[src/rtl/accum_sched_if.sv]
// accum_sched_if: command, psum, accumulator and output-buffer signals of accum_sched.
// slave = the sequencer side, master = the surrounding datapath/controller side.
interface accum_sched_if #(
   parameter int BIAS_WIDTH    = 32,
   parameter int FC_WCOL_WIDTH = 5,
   parameter int OUT_CNT_WIDTH = 10,
   parameter int BEAT_WIDTH    = 8
);
   logic                     cmd_valid;
   logic                     cmd_ready;
   logic                     cmd_layer;
   logic [OUT_CNT_WIDTH-1:0] cmd_num_out;
   logic [FC_WCOL_WIDTH-1:0] cmd_fc_wcol;
   logic [BEAT_WIDTH-1:0]    cmd_beat_len;
   logic                     psum_valid;
   logic [BIAS_WIDTH-1:0]    bias_in;
   logic [BIAS_WIDTH-1:0]    acc_sum;
   logic                     acc_conv_comp;
   logic                     acc_fc_done;
   logic                     acc_enable;
   logic                     acc_layer;
   logic [FC_WCOL_WIDTH-1:0] acc_fc_wcol;
   logic [BIAS_WIDTH-1:0]    acc_bias;
   logic                     acc_clr;
   logic [OUT_CNT_WIDTH-1:0] bias_addr;
   logic                     out_valid;
   logic [BIAS_WIDTH-1:0]    out_data;
   logic [OUT_CNT_WIDTH-1:0] out_idx;
   logic                     busy;
   logic                     done;
   logic                     err;

   modport slave (
      input  cmd_valid, cmd_layer, cmd_num_out, cmd_fc_wcol, cmd_beat_len,
             psum_valid, bias_in, acc_sum, acc_conv_comp, acc_fc_done,
      output cmd_ready, acc_enable, acc_layer, acc_fc_wcol, acc_bias, acc_clr,
             bias_addr, out_valid, out_data, out_idx, busy, done, err
   );

   modport master (
      output cmd_valid, cmd_layer, cmd_num_out, cmd_fc_wcol, cmd_beat_len,
             psum_valid, bias_in, acc_sum, acc_conv_comp, acc_fc_done,
      input  cmd_ready, acc_enable, acc_layer, acc_fc_wcol, acc_bias, acc_clr,
             bias_addr, out_valid, out_data, out_idx, busy, done, err
   );
endinterface

[src/rtl/accum_sched.sv]
// accum_sched: runs one CONV or FC command over the accumulator and streams finished sums out.
// Optional watchdog on F_WAIT / C_DRAIN: define ACCUM_SCHED_TIMEOUT_EN.
module accum_sched #(
   parameter int BIAS_WIDTH    = 32,
   parameter int FC_WCOL_WIDTH = 5,
   parameter int OUT_CNT_WIDTH = 10,
   parameter int BEAT_WIDTH    = 8,
   parameter int TIMEOUT_CYC   = 255
) (
   input  logic         i_clk,
   input  logic         i_rst,
   accum_sched_if.slave io_bus
);
   typedef enum logic [2:0] {
      S_IDLE    = 3'd0,
      S_C_RUN   = 3'd1,
      S_C_DRAIN = 3'd2,
      S_F_BURST = 3'd3,
      S_F_GAP   = 3'd4,
      S_F_WAIT  = 3'd5,
      S_F_CLR   = 3'd6,
      S_FIN     = 3'd7
   } state_t;

   state_t                   r_state;
   logic                     r_layer;
   logic [OUT_CNT_WIDTH-1:0] r_last_idx;
   logic [FC_WCOL_WIDTH-1:0] r_fc_wcol;
   logic [BEAT_WIDTH-1:0]    r_last_beat;
   logic [OUT_CNT_WIDTH-1:0] r_idx;
   logic [FC_WCOL_WIDTH-1:0] r_burst;
   logic [BEAT_WIDTH-1:0]    r_beat;
   logic                     r_gap;
   logic                     r_abort;
   logic [1:0]               r_vpipe;
   logic                     r_cmd_ready;
   logic                     r_busy;
   logic                     r_acc_enable;
   logic                     r_acc_clr;
   logic [BIAS_WIDTH-1:0]    r_acc_bias;
   logic                     r_out_valid;
   logic [BIAS_WIDTH-1:0]    r_out_data;
   logic [OUT_CNT_WIDTH-1:0] r_out_idx;
   logic                     r_done;
   logic                     w_conv_hit;

   // A CONV result is only real when its psum vector entered the accumulator two cycles ago.
   assign w_conv_hit = io_bus.acc_conv_comp & r_vpipe[1];

`ifdef ACCUM_SCHED_TIMEOUT_EN
   localparam int WD_W = (TIMEOUT_CYC > 1) ? $clog2(TIMEOUT_CYC + 1) : 1;
   logic [WD_W-1:0] r_wdog;
   logic            r_err;
   logic            w_wd_expire;
   assign w_wd_expire = ((r_state == S_F_WAIT) || (r_state == S_C_DRAIN)) &&
                        (r_wdog == WD_W'(TIMEOUT_CYC - 1));
   assign io_bus.err  = r_err;
`else
   assign io_bus.err  = 1'b0;
`endif

   // Sequencer state, counters and every registered output.
   always_ff @(posedge i_clk) begin
      if (i_rst) begin
         r_state      <= S_IDLE;
         r_layer      <= 1'b0;
         r_last_idx   <= OUT_CNT_WIDTH'(0);
         r_fc_wcol    <= FC_WCOL_WIDTH'(0);
         r_last_beat  <= BEAT_WIDTH'(0);
         r_idx        <= OUT_CNT_WIDTH'(0);
         r_burst      <= FC_WCOL_WIDTH'(0);
         r_beat       <= BEAT_WIDTH'(0);
         r_gap        <= 1'b0;
         r_abort      <= 1'b0;
         r_vpipe      <= 2'b00;
         r_cmd_ready  <= 1'b1;
         r_busy       <= 1'b0;
         r_acc_enable <= 1'b0;
         r_acc_clr    <= 1'b0;
         r_acc_bias   <= BIAS_WIDTH'(0);
         r_out_valid  <= 1'b0;
         r_out_data   <= BIAS_WIDTH'(0);
         r_out_idx    <= OUT_CNT_WIDTH'(0);
         r_done       <= 1'b0;
`ifdef ACCUM_SCHED_TIMEOUT_EN
         r_wdog       <= WD_W'(0);
         r_err        <= 1'b0;
`endif
      end else begin
         r_vpipe     <= {r_vpipe[0], io_bus.psum_valid};
         r_acc_bias  <= io_bus.bias_in;
         r_out_valid <= 1'b0;
         r_done      <= 1'b0;
         r_acc_clr   <= 1'b0;
`ifdef ACCUM_SCHED_TIMEOUT_EN
         r_wdog <= ((r_state == S_F_WAIT) || (r_state == S_C_DRAIN)) ? r_wdog + WD_W'(1) : WD_W'(0);
         if (w_wd_expire) begin
            // Give up on the pending output: clear, then finish without emitting it.
            r_err        <= 1'b1;
            r_wdog       <= WD_W'(0);
            r_abort      <= 1'b1;
            r_gap        <= 1'b0;
            r_acc_enable <= 1'b0;
            r_acc_clr    <= 1'b1;
            r_state      <= S_F_CLR;
         end else
`endif
         case (r_state)
            S_IDLE: begin
               if (io_bus.cmd_valid && r_cmd_ready) begin
                  r_layer      <= io_bus.cmd_layer;
                  r_last_idx   <= (io_bus.cmd_num_out == OUT_CNT_WIDTH'(0)) ? OUT_CNT_WIDTH'(0)
                                  : io_bus.cmd_num_out - OUT_CNT_WIDTH'(1);
                  r_fc_wcol    <= io_bus.cmd_fc_wcol;
                  r_last_beat  <= (io_bus.cmd_beat_len == BEAT_WIDTH'(0)) ? BEAT_WIDTH'(0)
                                  : io_bus.cmd_beat_len - BEAT_WIDTH'(1);
                  r_idx        <= OUT_CNT_WIDTH'(0);
                  r_burst      <= FC_WCOL_WIDTH'(0);
                  r_beat       <= BEAT_WIDTH'(0);
                  r_gap        <= 1'b0;
                  r_abort      <= 1'b0;
                  r_cmd_ready  <= 1'b0;
                  r_busy       <= 1'b1;
                  r_acc_enable <= 1'b1;
                  r_state      <= io_bus.cmd_layer ? S_F_BURST : S_C_RUN;
               end else begin
                  r_cmd_ready  <= 1'b1;
               end
            end
            S_C_RUN: begin
               if (w_conv_hit) begin
                  r_out_valid <= 1'b1;
                  r_out_data  <= io_bus.acc_sum;
                  r_out_idx   <= r_idx;
                  if (r_idx == r_last_idx) begin
                     r_acc_enable <= 1'b0;
                     r_gap        <= 1'b0;
                     r_state      <= S_C_DRAIN;
                  end else begin
                     r_idx <= r_idx + OUT_CNT_WIDTH'(1);
                  end
               end
            end
            S_C_DRAIN: begin
               if (r_gap) begin
                  r_done    <= 1'b1;
                  r_acc_clr <= 1'b1;
                  r_state   <= S_FIN;
               end else begin
                  r_gap <= 1'b1;
               end
            end
            S_F_BURST: begin
               if (io_bus.psum_valid) begin
                  if (r_beat == r_last_beat) begin
                     r_acc_enable <= 1'b0;
                     r_gap        <= 1'b0;
                     r_state      <= S_F_GAP;
                  end else begin
                     r_beat <= r_beat + BEAT_WIDTH'(1);
                  end
               end
            end
            S_F_GAP: begin
               if (r_gap) begin
                  r_gap <= 1'b0;
                  if (r_burst < r_fc_wcol) begin
                     r_burst      <= r_burst + FC_WCOL_WIDTH'(1);
                     r_beat       <= BEAT_WIDTH'(0);
                     r_acc_enable <= 1'b1;
                     r_state      <= S_F_BURST;
                  end else begin
                     r_state <= S_F_WAIT;
                  end
               end else begin
                  r_gap <= 1'b1;
               end
            end
            S_F_WAIT: begin
               if (io_bus.acc_fc_done) begin
                  r_out_valid <= 1'b1;
                  r_out_data  <= io_bus.acc_sum;
                  r_out_idx   <= r_idx;
                  r_acc_clr   <= 1'b1;
                  r_gap       <= 1'b0;
                  r_state     <= S_F_CLR;
               end
            end
            S_F_CLR: begin
               // Second F_CLR cycle is idle so bias_addr/acc_bias settle before the next neuron.
               if (!r_gap) begin
                  if ((r_idx == r_last_idx) || r_abort) begin
                     r_done    <= 1'b1;
                     r_acc_clr <= 1'b1;
                     r_state   <= S_FIN;
                  end else begin
                     r_idx <= r_idx + OUT_CNT_WIDTH'(1);
                     r_gap <= 1'b1;
                  end
               end else begin
                  r_gap        <= 1'b0;
                  r_burst      <= FC_WCOL_WIDTH'(0);
                  r_beat       <= BEAT_WIDTH'(0);
                  r_acc_enable <= 1'b1;
                  r_state      <= S_F_BURST;
               end
            end
            S_FIN: begin
               r_cmd_ready <= 1'b1;
               r_busy      <= 1'b0;
               r_state     <= S_IDLE;
            end
            default: begin
               r_acc_enable <= 1'b0;
               r_cmd_ready  <= 1'b1;
               r_busy       <= 1'b0;
               r_state      <= S_IDLE;
            end
         endcase
      end
   end

   // Reset clears the accumulator in the same cycle, before the registers can react.
   assign io_bus.acc_clr     = r_acc_clr | i_rst;
   assign io_bus.cmd_ready   = r_cmd_ready;
   assign io_bus.busy        = r_busy;
   assign io_bus.acc_enable  = r_acc_enable;
   assign io_bus.acc_layer   = r_layer;
   assign io_bus.acc_fc_wcol = r_fc_wcol;
   assign io_bus.acc_bias    = r_acc_bias;
   assign io_bus.bias_addr   = r_idx;
   assign io_bus.out_valid   = r_out_valid;
   assign io_bus.out_data    = r_out_data;
   assign io_bus.out_idx     = r_out_idx;
   assign io_bus.done        = r_done;
endmodule

[src/flat_wrapper.sv]
// flat-port wrapper written by rule: the top's interface ports become plain ports
module accum_sched_flat 
#(
   parameter int BIAS_WIDTH    = 32,
   parameter int FC_WCOL_WIDTH = 5,
   parameter int OUT_CNT_WIDTH = 10,
   parameter int BEAT_WIDTH    = 8,
   parameter int TIMEOUT_CYC   = 255
)
  (i_clk, i_rst, io_bus_cmd_valid, io_bus_cmd_layer, io_bus_cmd_num_out, io_bus_cmd_fc_wcol, io_bus_cmd_beat_len, io_bus_psum_valid, io_bus_bias_in, io_bus_acc_sum, io_bus_acc_conv_comp, io_bus_acc_fc_done, io_bus_cmd_ready, io_bus_acc_enable, io_bus_acc_layer, io_bus_acc_fc_wcol, io_bus_acc_bias, io_bus_acc_clr, io_bus_bias_addr, io_bus_out_valid, io_bus_out_data, io_bus_out_idx, io_bus_busy, io_bus_done, io_bus_err);
  accum_sched_if #(.BIAS_WIDTH(BIAS_WIDTH), .FC_WCOL_WIDTH(FC_WCOL_WIDTH), .OUT_CNT_WIDTH(OUT_CNT_WIDTH), .BEAT_WIDTH(BEAT_WIDTH)) io_bus_i ();
  input  logic i_clk;
  input  logic i_rst;
  input wire logic [$bits(io_bus_i.cmd_valid)-1:0] io_bus_cmd_valid;
  input wire logic [$bits(io_bus_i.cmd_layer)-1:0] io_bus_cmd_layer;
  input wire logic [$bits(io_bus_i.cmd_num_out)-1:0] io_bus_cmd_num_out;
  input wire logic [$bits(io_bus_i.cmd_fc_wcol)-1:0] io_bus_cmd_fc_wcol;
  input wire logic [$bits(io_bus_i.cmd_beat_len)-1:0] io_bus_cmd_beat_len;
  input wire logic [$bits(io_bus_i.psum_valid)-1:0] io_bus_psum_valid;
  input wire logic [$bits(io_bus_i.bias_in)-1:0] io_bus_bias_in;
  input wire logic [$bits(io_bus_i.acc_sum)-1:0] io_bus_acc_sum;
  input wire logic [$bits(io_bus_i.acc_conv_comp)-1:0] io_bus_acc_conv_comp;
  input wire logic [$bits(io_bus_i.acc_fc_done)-1:0] io_bus_acc_fc_done;
  output wire logic [$bits(io_bus_i.cmd_ready)-1:0] io_bus_cmd_ready;
  output wire logic [$bits(io_bus_i.acc_enable)-1:0] io_bus_acc_enable;
  output wire logic [$bits(io_bus_i.acc_layer)-1:0] io_bus_acc_layer;
  output wire logic [$bits(io_bus_i.acc_fc_wcol)-1:0] io_bus_acc_fc_wcol;
  output wire logic [$bits(io_bus_i.acc_bias)-1:0] io_bus_acc_bias;
  output wire logic [$bits(io_bus_i.acc_clr)-1:0] io_bus_acc_clr;
  output wire logic [$bits(io_bus_i.bias_addr)-1:0] io_bus_bias_addr;
  output wire logic [$bits(io_bus_i.out_valid)-1:0] io_bus_out_valid;
  output wire logic [$bits(io_bus_i.out_data)-1:0] io_bus_out_data;
  output wire logic [$bits(io_bus_i.out_idx)-1:0] io_bus_out_idx;
  output wire logic [$bits(io_bus_i.busy)-1:0] io_bus_busy;
  output wire logic [$bits(io_bus_i.done)-1:0] io_bus_done;
  output wire logic [$bits(io_bus_i.err)-1:0] io_bus_err;
  assign io_bus_i.cmd_valid = io_bus_cmd_valid;
  assign io_bus_i.cmd_layer = io_bus_cmd_layer;
  assign io_bus_i.cmd_num_out = io_bus_cmd_num_out;
  assign io_bus_i.cmd_fc_wcol = io_bus_cmd_fc_wcol;
  assign io_bus_i.cmd_beat_len = io_bus_cmd_beat_len;
  assign io_bus_i.psum_valid = io_bus_psum_valid;
  assign io_bus_i.bias_in = io_bus_bias_in;
  assign io_bus_i.acc_sum = io_bus_acc_sum;
  assign io_bus_i.acc_conv_comp = io_bus_acc_conv_comp;
  assign io_bus_i.acc_fc_done = io_bus_acc_fc_done;
  assign io_bus_cmd_ready = io_bus_i.cmd_ready;
  assign io_bus_acc_enable = io_bus_i.acc_enable;
  assign io_bus_acc_layer = io_bus_i.acc_layer;
  assign io_bus_acc_fc_wcol = io_bus_i.acc_fc_wcol;
  assign io_bus_acc_bias = io_bus_i.acc_bias;
  assign io_bus_acc_clr = io_bus_i.acc_clr;
  assign io_bus_bias_addr = io_bus_i.bias_addr;
  assign io_bus_out_valid = io_bus_i.out_valid;
  assign io_bus_out_data = io_bus_i.out_data;
  assign io_bus_out_idx = io_bus_i.out_idx;
  assign io_bus_busy = io_bus_i.busy;
  assign io_bus_done = io_bus_i.done;
  assign io_bus_err = io_bus_i.err;
  accum_sched #(.BIAS_WIDTH(BIAS_WIDTH), .FC_WCOL_WIDTH(FC_WCOL_WIDTH), .OUT_CNT_WIDTH(OUT_CNT_WIDTH), .BEAT_WIDTH(BEAT_WIDTH), .TIMEOUT_CYC(TIMEOUT_CYC)) u_core (.i_clk(i_clk), .i_rst(i_rst), .io_bus(io_bus_i));
endmodule
[config.mk]
export PLATFORM = sky130hd
export DESIGN_NAME = accum_sched_flat
export DESIGN_NICKNAME = d
export VERILOG_FILES = /design/src/rtl/accum_sched_if.sv /design/src/rtl/accum_sched.sv /design/src/flat_wrapper.sv
export SDC_FILE = /design/constraint.sdc
export NUM_CORES = 1
export LEC_CHECK = 0
export BUFFER_PORTS_ARGS = -buffer_cell sky130_fd_sc_hd__buf_2
export CORE_ASPECT_RATIO = 1.2
export CORE_UTILIZATION = 40
export DETAILED_ROUTE_END_ITERATION = 6
export PLACE_DENSITY = 0.68
export SLEW_MARGIN = 20
export SYNTH_ARGS = -nofsm -noshare
export SYNTH_HDL_FRONTEND = slang
export SYNTH_SLANG_ARGS = --single-unit
export TNS_END_PERCENT = 1
[constraint.sdc]
create_clock -name i_clk -period 3.5 [get_ports i_clk]
set_clock_uncertainty 0.05 [all_clocks]
set_input_delay 0.7 -clock i_clk [delete_from_list [all_inputs] [get_ports i_clk]]
set_output_delay 0.7 -clock i_clk [all_outputs]
set_load 0.005 [all_outputs]
# Word-level counts from Yosys, hierarchy flattened

Index checks and enable logic that the tools add are counted.

Flip-flop bits (word level): 133
Bits of input ports: 94
Output and inout port bits: 97
Logic and storage cells: 135

Add/subtract/negate cells: 5
$lt $le $gt $ge: 1
Equality and inequality tests: 24
Multiplexer cells: 64
Bitwise gates (word level): 2
Reductions and logical operators: 20

Operators with widths:

| cell                                                                    | number |
|---|---|
| 10-bit two-way mux                                                      | 7 |
| 32-bit two-way mux                                                      | 2 |
| 32-bit case mux with 2 select lines                                     | 1 |
| 8-bit two-way mux                                                       | 7 |
| 3-bit two-way mux                                                       | 11 |
| 8-bit case mux with 4 select lines                                      | 1 |
| 10-bit case mux with 3 select lines                                     | 1 |
| 3-bit case mux with 8 select lines                                      | 1 |
| 5-bit two-way mux                                                       | 4 |
| 10-bit case mux with 2 select lines                                     | 1 |
| 1-bit two-way mux                                                       | 19 |
| 9-bit AND reduction                                                     | 2 |
| 2-bit by 1-bit inequality test with 1-bit output, second input constant | 8 |
| 5-bit case mux with 3 select lines                                      | 1 |
| 7-bit AND reduction                                                     | 2 |
| 3-bit equality test, second input constant                              | 4 |
| 2-bit inequality test, second input constant                            | 6 |
| 10-bit by 1-bit adder with 10-bit output, second input constant         | 1 |
| 10-bit equality test                                                    | 1 |
| 10-bit logical NOT                                                      | 1 |
| 10-bit by 1-bit subtractor with 10-bit output, second input constant    | 1 |
| 8-bit by 1-bit adder with 8-bit output, second input constant           | 1 |
| 8-bit equality test                                                     | 1 |
| 8-bit logical NOT                                                       | 1 |
| other kinds (24)                                                        | 31 |

# Logic depth before layout (Yosys ltp)

Gate-level depths: netlist of run 1.

Depth in word-level cells: 4
Depth in mapped cells: 9
Mapped depth without buffers: 8

# Least setup slack after synthesis of run 1

OpenSTA, ideal clock, no wires.

Path type: input to register
From: input io_bus_cmd_beat_len[0]
To: register u_core.r_last_beat[3]
Library setup time: 0.128 ns
Arrival: 2.045 ns
Data required time: 3.322 ns
Path slack: 1.278 ns
Stages on the path: 8
Path buffers: 0
Cell sequence: inv_1 -> ha_1 -> nor3b_1 -> nand2_1 -> o31ai_1 -> nor2_1 -> a21oi_1 -> nor2_1

Cells in the longest elaborated chain, start to end: 2
Elaborated cells between the ends (all ways): 3
Classes of those cells: add/sub (1); mux (1); reduce/logical (1)

RTL lines:

| what                                                                             | line                                   | text |
|---|---|---|
| start: declaration                                                               | flat_wrapper.sv:18                     | `input wire logic [$bits(io_bus_i.cmd_beat_len)-1:0] io_bus_cmd_beat_len;` |
| 8-bit by 1-bit subtractor with 8-bit output or 8-bit logical NOT (tied branches) | accum_sched.sv:116, accum_sched.sv:115 |  |
| 8-bit two-way mux (*)                                                            | accum_sched.sv:115                     | `r_last_beat <= (io_bus.cmd_beat_len == BEAT_WIDTH'(0)) ? BEAT_WIDTH'(0)` |
| end signal: assignment                                                           | accum_sched.sv:115                     |  |
| end: declaration                                                                 | accum_sched.sv:29                      | `logic [BEAT_WIDTH-1:0] r_last_beat;` |

Every way passes the cells marked *; elsewhere a longest branch is shown, timed or not.
A chain may end at the register's enable or synchronous reset.

# Worst setup path after layout of run 1

From: register u_core.r_state[0]
To: register u_core.r_beat[6]

Cells in the longest elaborated chain, start to end: 3
Elaborated cells between the ends (all ways): 13
Classes of those cells: eq/ne (9); mux (1); reduce/logical (3)

RTL lines:

| what                                                                                      | line               | text |
|---|---|---|
| start: declaration                                                                        | accum_sched.sv:25  | `state_t r_state;` |
| start signal: assignment                                                                  | accum_sched.sv:125 | `r_state <= io_bus.cmd_layer ? S_F_BURST : S_C_RUN;` |
| 3-bit equality test (tied with other cells)                                               | accum_sched.sv:108 | `case (r_state)` |
| 2-bit by 1-bit inequality test with 1-bit output (no source line) (tied with other cells) | --                 |  |
| 7-bit AND reduction (no source line)                                                      | --                 |  |
| end signal: assignment                                                                    | accum_sched.sv:160 | `r_beat <= r_beat + BEAT_WIDTH'(1);` |
| end: declaration                                                                          | accum_sched.sv:32  | `logic [BEAT_WIDTH-1:0] r_beat;` |

Parallel ways exist; a longest one is shown, timed or not.

==> impl_metrics.prom, run 1 <==
# TYPE chip_impl_metric gauge
chip_impl_info{name="result_of_the_run",value="complete, no violations"} 1
chip_impl_info{name="layout.cells.most_common",value="buf_2"} 1
chip_impl_metric{name="synthCells",unit=""} 665
chip_impl_metric{name="final.fill_count",unit=""} 1330
chip_impl_metric{name="dp_slack",unit="ps"} 902
chip_impl_metric{name="floorplan.rows",unit=""} 47
chip_impl_metric{name="antenna_violations_before_repair",unit=""} 2
chip_impl_metric{name="cts-root-to-sink-buffers",unit=""} 2
chip_impl_metric{name="number_of_enable_type_register_cells_in_the_synthesized_netlist",unit=""} 0
chip_impl_metric{name="finalNetCount",unit=""} 945
chip_impl_metric{name="cts_htree_levels",unit=""} 4
chip_impl_info{name="timing.setup.critical_path_class",value="reg2reg"} 1
chip_impl_metric{name="synth_warnings",unit=""} 0
chip_impl_metric{name="tns_setup",unit="ps"} 0
chip_impl_metric{name="slowest_delay",unit="ps"} 750
chip_impl_metric{name="routability_congestion_estimate",unit=""} 0.807
chip_impl_metric{name="clkTransAtPathRegs",unit="ps"} 60
chip_impl_info{name="end_kind",value="flip-flop"} 1
chip_impl_metric{name="layout_worst_path_cycle_share",unit="%"} 68.5
chip_impl_metric{name="flow.area_growth_from_synthesis",unit="%"} 29.6
chip_impl_metric{name="async_reset_ff_share",unit="%"} 0
chip_impl_metric{name="pwr_density_cell",unit="mW/mm^2"} 659
chip_impl_info{name="highest_delay_cell_along_the_critical_path",value="dfxtp_1"} 1
chip_impl_metric{name="core_area",unit="sq mm"} 0.0138
chip_impl_info{name="cp_launch_type",value="flip-flop"} 1
chip_impl_metric{name="setup_viols_final",unit=""} 0
chip_impl_metric{name="port_buffers",unit=""} 189
chip_impl_metric{name="design.portCount",unit=""} 191
chip_impl_info{name="critPathTopFamily",value="simple AND/OR/NAND/NOR gates"} 1
chip_impl_metric{name="routed_wirelength",unit="microns"} 13900
chip_impl_metric{name="post-dp-hpwl",unit="microns"} 9940
chip_impl_metric{name="grt_max_degree",unit=""} 68
chip_impl_metric{name="detail_route.first_pass.iterations",unit=""} 4
chip_impl_metric{name="worst_ir_drop_vdd",unit="mV"} 0.374
chip_impl_metric{name="final-instance-count-excl-fill",unit=""} 1028
chip_impl_metric{name="syn_area_per_cell",unit="sq um"} 8.55
chip_impl_info{name="grt_setup_unrepaired",value="false"} 1
chip_impl_metric{name="grt_pass1_vias",unit=""} 4597
chip_impl_metric{name="timing.final.hold_violations",unit=""} 0
chip_impl_metric{name="drt_antenna_net_count",unit=""} 0
chip_impl_metric{name="fp.dieArea",unit="sq mm"} 0.0147
chip_impl_metric{name="numCtsBuffers",unit=""} 17
chip_impl_metric{name="final-seq-area",unit="sq mm"} 0.00266
chip_impl_metric{name="drt_drc_violations_left",unit=""} 0
chip_impl_metric{name="route.vias.total",unit=""} 5042
chip_impl_metric{name="seq_area_frac_synth",unit="%"} 46.8
chip_impl_metric{name="relative_slew_slack",unit="%"} 49.7
chip_impl_metric{name="static-leakage-power",unit="uW"} 0.00326
chip_impl_metric{name="achievable-frequency",unit="MHz"} 417
chip_impl_metric{name="die_w",unit="microns"} 111
chip_impl_metric{name="dpl.cell_count",unit=""} 994
chip_impl_metric{name="routed_via_density",unit=""} 4.90
chip_impl_metric{name="cp_data_arrival_time",unit="ps"} 2690
chip_impl_metric{name="finalWorstPathRequiredPeriod",unit="ps"} 2400
chip_impl_info{name="cts_tree",value="built"} 1
chip_impl_metric{name="worst_slack",unit="ps"} 1100
chip_impl_metric{name="post-route-util",unit="%"} 53.3
chip_impl_info{name="cp_cell_sequence",value="nor2b_2, nand2_1, a21oi_2, o211ai_1, or3_1, a21oi_1"} 1
chip_impl_metric{name="route.detailed.wl_per_inst",unit="microns"} 13.5
chip_impl_metric{name="synth.lib_cells_used.distinct",unit=""} 60
chip_impl_info{name="post-synth-top-area-cell",value="dfxtp_1"} 1
chip_impl_metric{name="multi_input_gate_area",unit="sq mm"} 0.00279
chip_impl_metric{name="floorplan.initialDensity",unit="%"} 41.1
chip_impl_metric{name="crit_path_max_fanout",unit=""} 20
chip_impl_info{name="timing.hold.worst.class",value="reg2reg"} 1
chip_impl_metric{name="grtUsageTotal",unit="%"} 19.2
chip_impl_metric{name="clock_latency",unit="ps"} 410
chip_impl_metric{name="cts_hold_buf",unit=""} 0
chip_impl_metric{name="cts_num_sinks",unit=""} 133
chip_impl_metric{name="max_slew.worst_pin.slew",unit="ps"} 754
chip_impl_metric{name="post_cts.repair.setup_buffers",unit=""} 0
chip_impl_metric{name="overflow",unit=""} 0
chip_impl_info{name="mostFrequentLayoutCells",value="188 x buf_2, 133 x dfxtp_1, 123 x nand2_1"} 1
chip_impl_metric{name="ys_seq_elements",unit=""} 133
chip_impl_metric{name="drt-initial-drc-count",unit=""} 194
chip_impl_metric{name="report.final.slew_viol_count",unit=""} 0
chip_impl_info{name="synth_top_cells_by_area",value="dfxtp_1 47%, nand2_1 8.1%, a21oi_1 6.2%"} 1
chip_impl_metric{name="die_h",unit="microns"} 133
chip_impl_metric{name="cts_resized",unit=""} 0
chip_impl_metric{name="timing.hold.ws",unit="ps"} 385
chip_impl_metric{name="required",unit="ps"} 3790
chip_impl_metric{name="drive_above_1_share",unit="%"} 29.0
chip_impl_metric{name="max-cap-violations",unit=""} 0
chip_impl_info{name="synth_ff_type",value="dfxtp_1"} 1
chip_impl_metric{name="worst-path-buf-inv",unit=""} 0
chip_impl_metric{name="wire_length_of_the_first_global_routing_pass",unit="microns"} 22500
chip_impl_metric{name="syn-num-nets",unit=""} 768
chip_impl_info{name="clockRootBuffer",value="clkbuf_16"} 1
chip_impl_metric{name="netlist.area_leader.share",unit="%"} 46.8
chip_impl_metric{name="synth_area",unit="sq mm"} 0.00569
==> metal layers <==
layer	global-route usage (%)	wire, microns	vias to the layer above
met5	0	0	-
met4	9.48	269	0
met3	4.76	646	19
met2	32.4	7050	109
met1	22.6	5940	2289
li1	-	-	2625
==> stage by stage <==
step           instance area, sq um  power, uW
3_3_place_gp                   6720       2960
6_report                       7370       4850
4_1_cts                        7360       4910
2_1_floorplan                  5690       2680
5_1_grt                        7370       5100
3_5_place_dp                   6720       2970
==> cell families after synthesis <==
kind of cell / Yosys count / synth area share, %
buffers and inverters: 49 / 4.18
xor gates and xnor gates: 33 / 5.08
DFF: 133 / 46.8
AOI/OAI and AO/OA: 153 / 17.1
adders and majority gates: 9 / 1.98
other: 1 / 0.0659
muxes: 3 / 0.528
and+or+nand+nor: 284 / 24.3
==> cells in the mapped netlist (all sizes together), types with 3 or more instances <==
master   number
dfxtp       133
nand2       123
a21oi        74
nor2         57
nor2b        45
xor2         28
clkbuf       23
o21ai        23
buf          15
nand3        13
a22oi        12
inv          11
o211ai       11
ha            9
and3          7
or3           7
nor3          6
nor4          6
o31ai         6
a211oi        5
nand2b        5
xnor2         5
nor3b         4
a2bb2oi       3
a311oi        3
a31oi         3
mux2i         3
==> state kept, by name, indices dropped and copies added, names as in the netlist, 5 cells and up <==
name	flops
u_core.io_bus.out_idx	10
u_core.r_last_beat	8
u_core.r_burst	5
u_core.r_last_idx	10
u_core.io_bus.bias_addr	10
u_core.io_bus.acc_fc_wcol	5
u_core.r_beat	8
u_core.io_bus.out_data	32
u_core.io_bus.acc_bias	32
==> power breakdown <==
| group | switching, uW | total [uW] | internal (uW) | leakage [uW] |
|---|---|---|---|---|
| registers | 119 | 1760 | 1640 | 0.00109 |
| logic | 698 | 1170 | 467 | 0.00186 |
| clock network | 685 | 1920 | 1240 | 0.000315 |
==> layout make-up <==
type | instances | area share [%]
flip-flops and latches | 133 | 36.1
inverters | 11 | 0.560
clock buffers | 19 | 6.15
repair buffers | 196 | 13.8
well taps | 171 | 2.90
diodes | 2 | 0.0679
clock inverters | 13 | 2.63
multi-input cells | 483 | 37.8
==> path summary, 6_finish.rpt <==
path	startpoint	to	slack, ps	cells past startpoint
setup reg to reg	u_core.r_state[0]	u_core.r_beat[6]	1100	6
hold reg to reg	u_core.r_vpipe[0]	u_core.r_vpipe[1]	390	1
hold / removal	u_core.r_vpipe[0]	u_core.r_vpipe[1]	390	1
setup / recovery	u_core.r_state[0]	u_core.r_beat[6]	1100	6
(Power assumes the default switching activity.)
==> run 2: changes to the inputs <==
- clock period: 3.5 -> 2.25 ns (I/O delays scaled with it)
==> impl_metrics.prom, run 2 (synthesis gave the netlist of run 1 again) <==
# TYPE chip_impl_metric gauge
chip_impl_info{name="result_of_the_run",value="complete, no violations"} 1
chip_impl_metric{name="slowest_delay",unit="ps"} 480
chip_impl_metric{name="fin_total_pwr",unit="uW"} 7480
chip_impl_metric{name="port_buffers",unit=""} 189
chip_impl_metric{name="power.net_switching",unit="uW"} 2420
chip_impl_metric{name="relative_slew_slack",unit="%"} 44.5
chip_impl_metric{name="layout_worst_path_cycle_share",unit="%"} 94.4
chip_impl_metric{name="cts_htree_levels",unit=""} 4
chip_impl_metric{name="pwr_density_cell",unit="mW/mm^2"} 988
chip_impl_metric{name="placed_area",unit="sq mm"} 0.00697
chip_impl_metric{name="timing.hold.ws",unit="ps"} 189
chip_impl_metric{name="cp_data_arrival_time",unit="ps"} 2420
chip_impl_metric{name="drt-initial-drc-count",unit=""} 258
chip_impl_metric{name="clock_latency",unit="ps"} 420
chip_impl_info{name="timing.hold.worst.class",value="in2reg"} 1
chip_impl_info{name="layout.cells.most_common",value="buf_2"} 1
chip_impl_metric{name="overflow",unit=""} 0
chip_impl_metric{name="routability_congestion_estimate",unit=""} 0.839
chip_impl_metric{name="numCtsBuffers",unit=""} 17
chip_impl_info{name="cts_tree",value="built"} 1
chip_impl_metric{name="switching_share",unit="%"} 32.4
chip_impl_metric{name="cts_hold_buf",unit=""} 0
chip_impl_metric{name="route.vias.total",unit=""} 5193
chip_impl_metric{name="route.detailed.wl_per_inst",unit="microns"} 13.5
chip_impl_info{name="mostFrequentLayoutCells",value="188 x buf_2, 132 x dfxtp_1, 123 x nand2_1"} 1
chip_impl_metric{name="dp_slack",unit="ps"} -30.7
chip_impl_metric{name="clkTransAtPathRegs",unit="ps"} 60
chip_impl_metric{name="timing.final.hold_violations",unit=""} 0
chip_impl_metric{name="die_h",unit="microns"} 133
chip_impl_metric{name="required",unit="ps"} 2540
chip_impl_metric{name="report.final.slew_viol_count",unit=""} 0
chip_impl_info{name="highest_delay_cell_along_the_critical_path",value="or4_1"} 1
chip_impl_metric{name="max_slew.worst_pin.slew",unit="ps"} 833
chip_impl_metric{name="power.share.clock",unit="%"} 35.2
chip_impl_metric{name="routed_via_density",unit=""} 4.91
chip_impl_metric{name="comb_power_share",unit="%"} 28.5
chip_impl_metric{name="grtUsageTotal",unit="%"} 19.5
chip_impl_metric{name="internal_power",unit="uW"} 5060
chip_impl_info{name="cp_launch_type",value="flip-flop"} 1
chip_impl_metric{name="dpl.cell_count",unit=""} 1022
chip_impl_metric{name="wire_length_of_the_first_global_routing_pass",unit="microns"} 23100
chip_impl_metric{name="worst_slack",unit="ps"} 125
chip_impl_metric{name="worst-path-buf-inv",unit=""} 1
chip_impl_metric{name="design.portCount",unit=""} 191
chip_impl_info{name="timing.setup.critical_path_class",value="reg2reg"} 1
chip_impl_metric{name="cts_num_sinks",unit=""} 133
chip_impl_metric{name="finalNetCount",unit=""} 975
chip_impl_metric{name="floorplan.rows",unit=""} 47
chip_impl_metric{name="fp.dieArea",unit="sq mm"} 0.0147
chip_impl_metric{name="routed_wirelength",unit="microns"} 14300
chip_impl_info{name="critPathTopFamily",value="compound AO/OA/AOI/OAI gates"} 1
chip_impl_metric{name="worst_ir_drop_vdd",unit="mV"} 0.604
chip_impl_metric{name="setup_viols_final",unit=""} 0
chip_impl_metric{name="power.sequential.fraction",unit="%"} 36.3
chip_impl_metric{name="core_area",unit="sq mm"} 0.0138
chip_impl_metric{name="post-dp-hpwl",unit="microns"} 10400
chip_impl_metric{name="cts-root-to-sink-buffers",unit=""} 2
chip_impl_metric{name="finalWorstPathRequiredPeriod",unit="ps"} 2120
chip_impl_info{name="clockRootBuffer",value="clkbuf_16"} 1
chip_impl_metric{name="final-instance-count-excl-fill",unit=""} 1058
chip_impl_info{name="cp_cell_sequence",value="inv_1, ha_1, a211oi_2, o21ai_2, a2bb2oi_4, o21ai_1, or4_1, a21oi_1"} 1
chip_impl_metric{name="finalInstanceArea",unit="sq mm"} 0.00757
chip_impl_metric{name="grt_max_degree",unit=""} 60
chip_impl_info{name="end_kind",value="flip-flop"} 1
chip_impl_metric{name="drt_antenna_net_count",unit=""} 0
chip_impl_metric{name="antenna_violations_before_repair",unit=""} 2
chip_impl_metric{name="max-cap-violations",unit=""} 0
chip_impl_metric{name="floorplan.initialDensity",unit="%"} 41.1
chip_impl_metric{name="crit_path_max_fanout",unit=""} 5
chip_impl_metric{name="detail_route.first_pass.iterations",unit=""} 4
chip_impl_metric{name="flow.area_growth_from_synthesis",unit="%"} 33.2
chip_impl_metric{name="grt_pass1_vias",unit=""} 4692
chip_impl_metric{name="drt_drc_violations_left",unit=""} 0
chip_impl_metric{name="static-leakage-power",unit="uW"} 0.00340
chip_impl_metric{name="achievable-frequency",unit="MHz"} 471
chip_impl_metric{name="die_w",unit="microns"} 111
chip_impl_metric{name="drive_above_1_share",unit="%"} 31.8
[run 2: repair_timing]
item	4_1_cts	5_1_grt
gates cloned	0	0
pin swaps	1	4
resized for setup	1	4
endpoints found under the hold margin	0	0
setup endpoints to repair	4	8
setup buffers	0	2
[run 2: through the flow]
stage / util (%) / TNS (ps)
detailed placement: 50.4 / -30.7
global route: 54.8 / -24.6
global placement: 50.4 / 0
CTS: 54.5 / 0
finish: 54.8 / 0
floorplan: - / 0
[run 2: power groups by stage]
stage | logic, uW | clock network [uW] | registers (uW)
floorplan | 1450 | 0 | 2720
global placement | 2050 | 0 | 2760
detailed placement | 2060 | 0 | 2770
CTS | 2070 | 2700 | 2720
global route | 2360 | 2800 | 2740
finish | 2130 | 2630 | 2720
[run 2: path summary, 6_finish.rpt]
| kind | from | endpoint | slack, ps | cells after the start |
|---|---|---|---|---|
| setup / recovery | u_core.io_bus.acc_fc_wcol[4] | u_core.r_burst[4] | 130 | 8 |
| hold / removal | io_bus_bias_in[16] | u_core.io_bus.acc_bias[16] | 190 | 2 |
| setup reg to reg | u_core.io_bus.acc_fc_wcol[4] | u_core.r_burst[4] | 130 | 8 |
| hold reg to reg | u_core.r_vpipe[0] | u_core.r_vpipe[1] | 390 | 1 |
[run 2: area by class of cell]
class	count	area, sq um
timing repair buffer	226	1280
multi-input combinational	483	2810
clock inverter	14	126
fill	1322	6250
antenna	2	5.00
inverter	11	41.3
sequential	133	2660
tap	171	214
clock buffer	18	439
[run 2: routing by layer]
| metal | share of wire [%] | routed length [microns] | global-route usage [%] |
|---|---|---|---|
| met5 | 0 | 0 | 0 |
| met4 | 1.2 | 165 | 6.37 |
| met3 | 5.1 | 731 | 6.18 |
| met2 | 51 | 7270 | 34.3 |
| met1 | 43 | 6100 | 22.4 |
[run 2: worst reg2reg max path, delay by kind of cell (launching register included)]
| family | cells | cell delay (ps) |
|---|---|---|
| and+or+nand+nor | 1 | 480 |
| buffers and inverters | 1 | 50 |
| adders and majority gates | 1 | 310 |
| AOI/OAI and AO/OA | 5 | 830 |
| DFF | 1 | 340 |
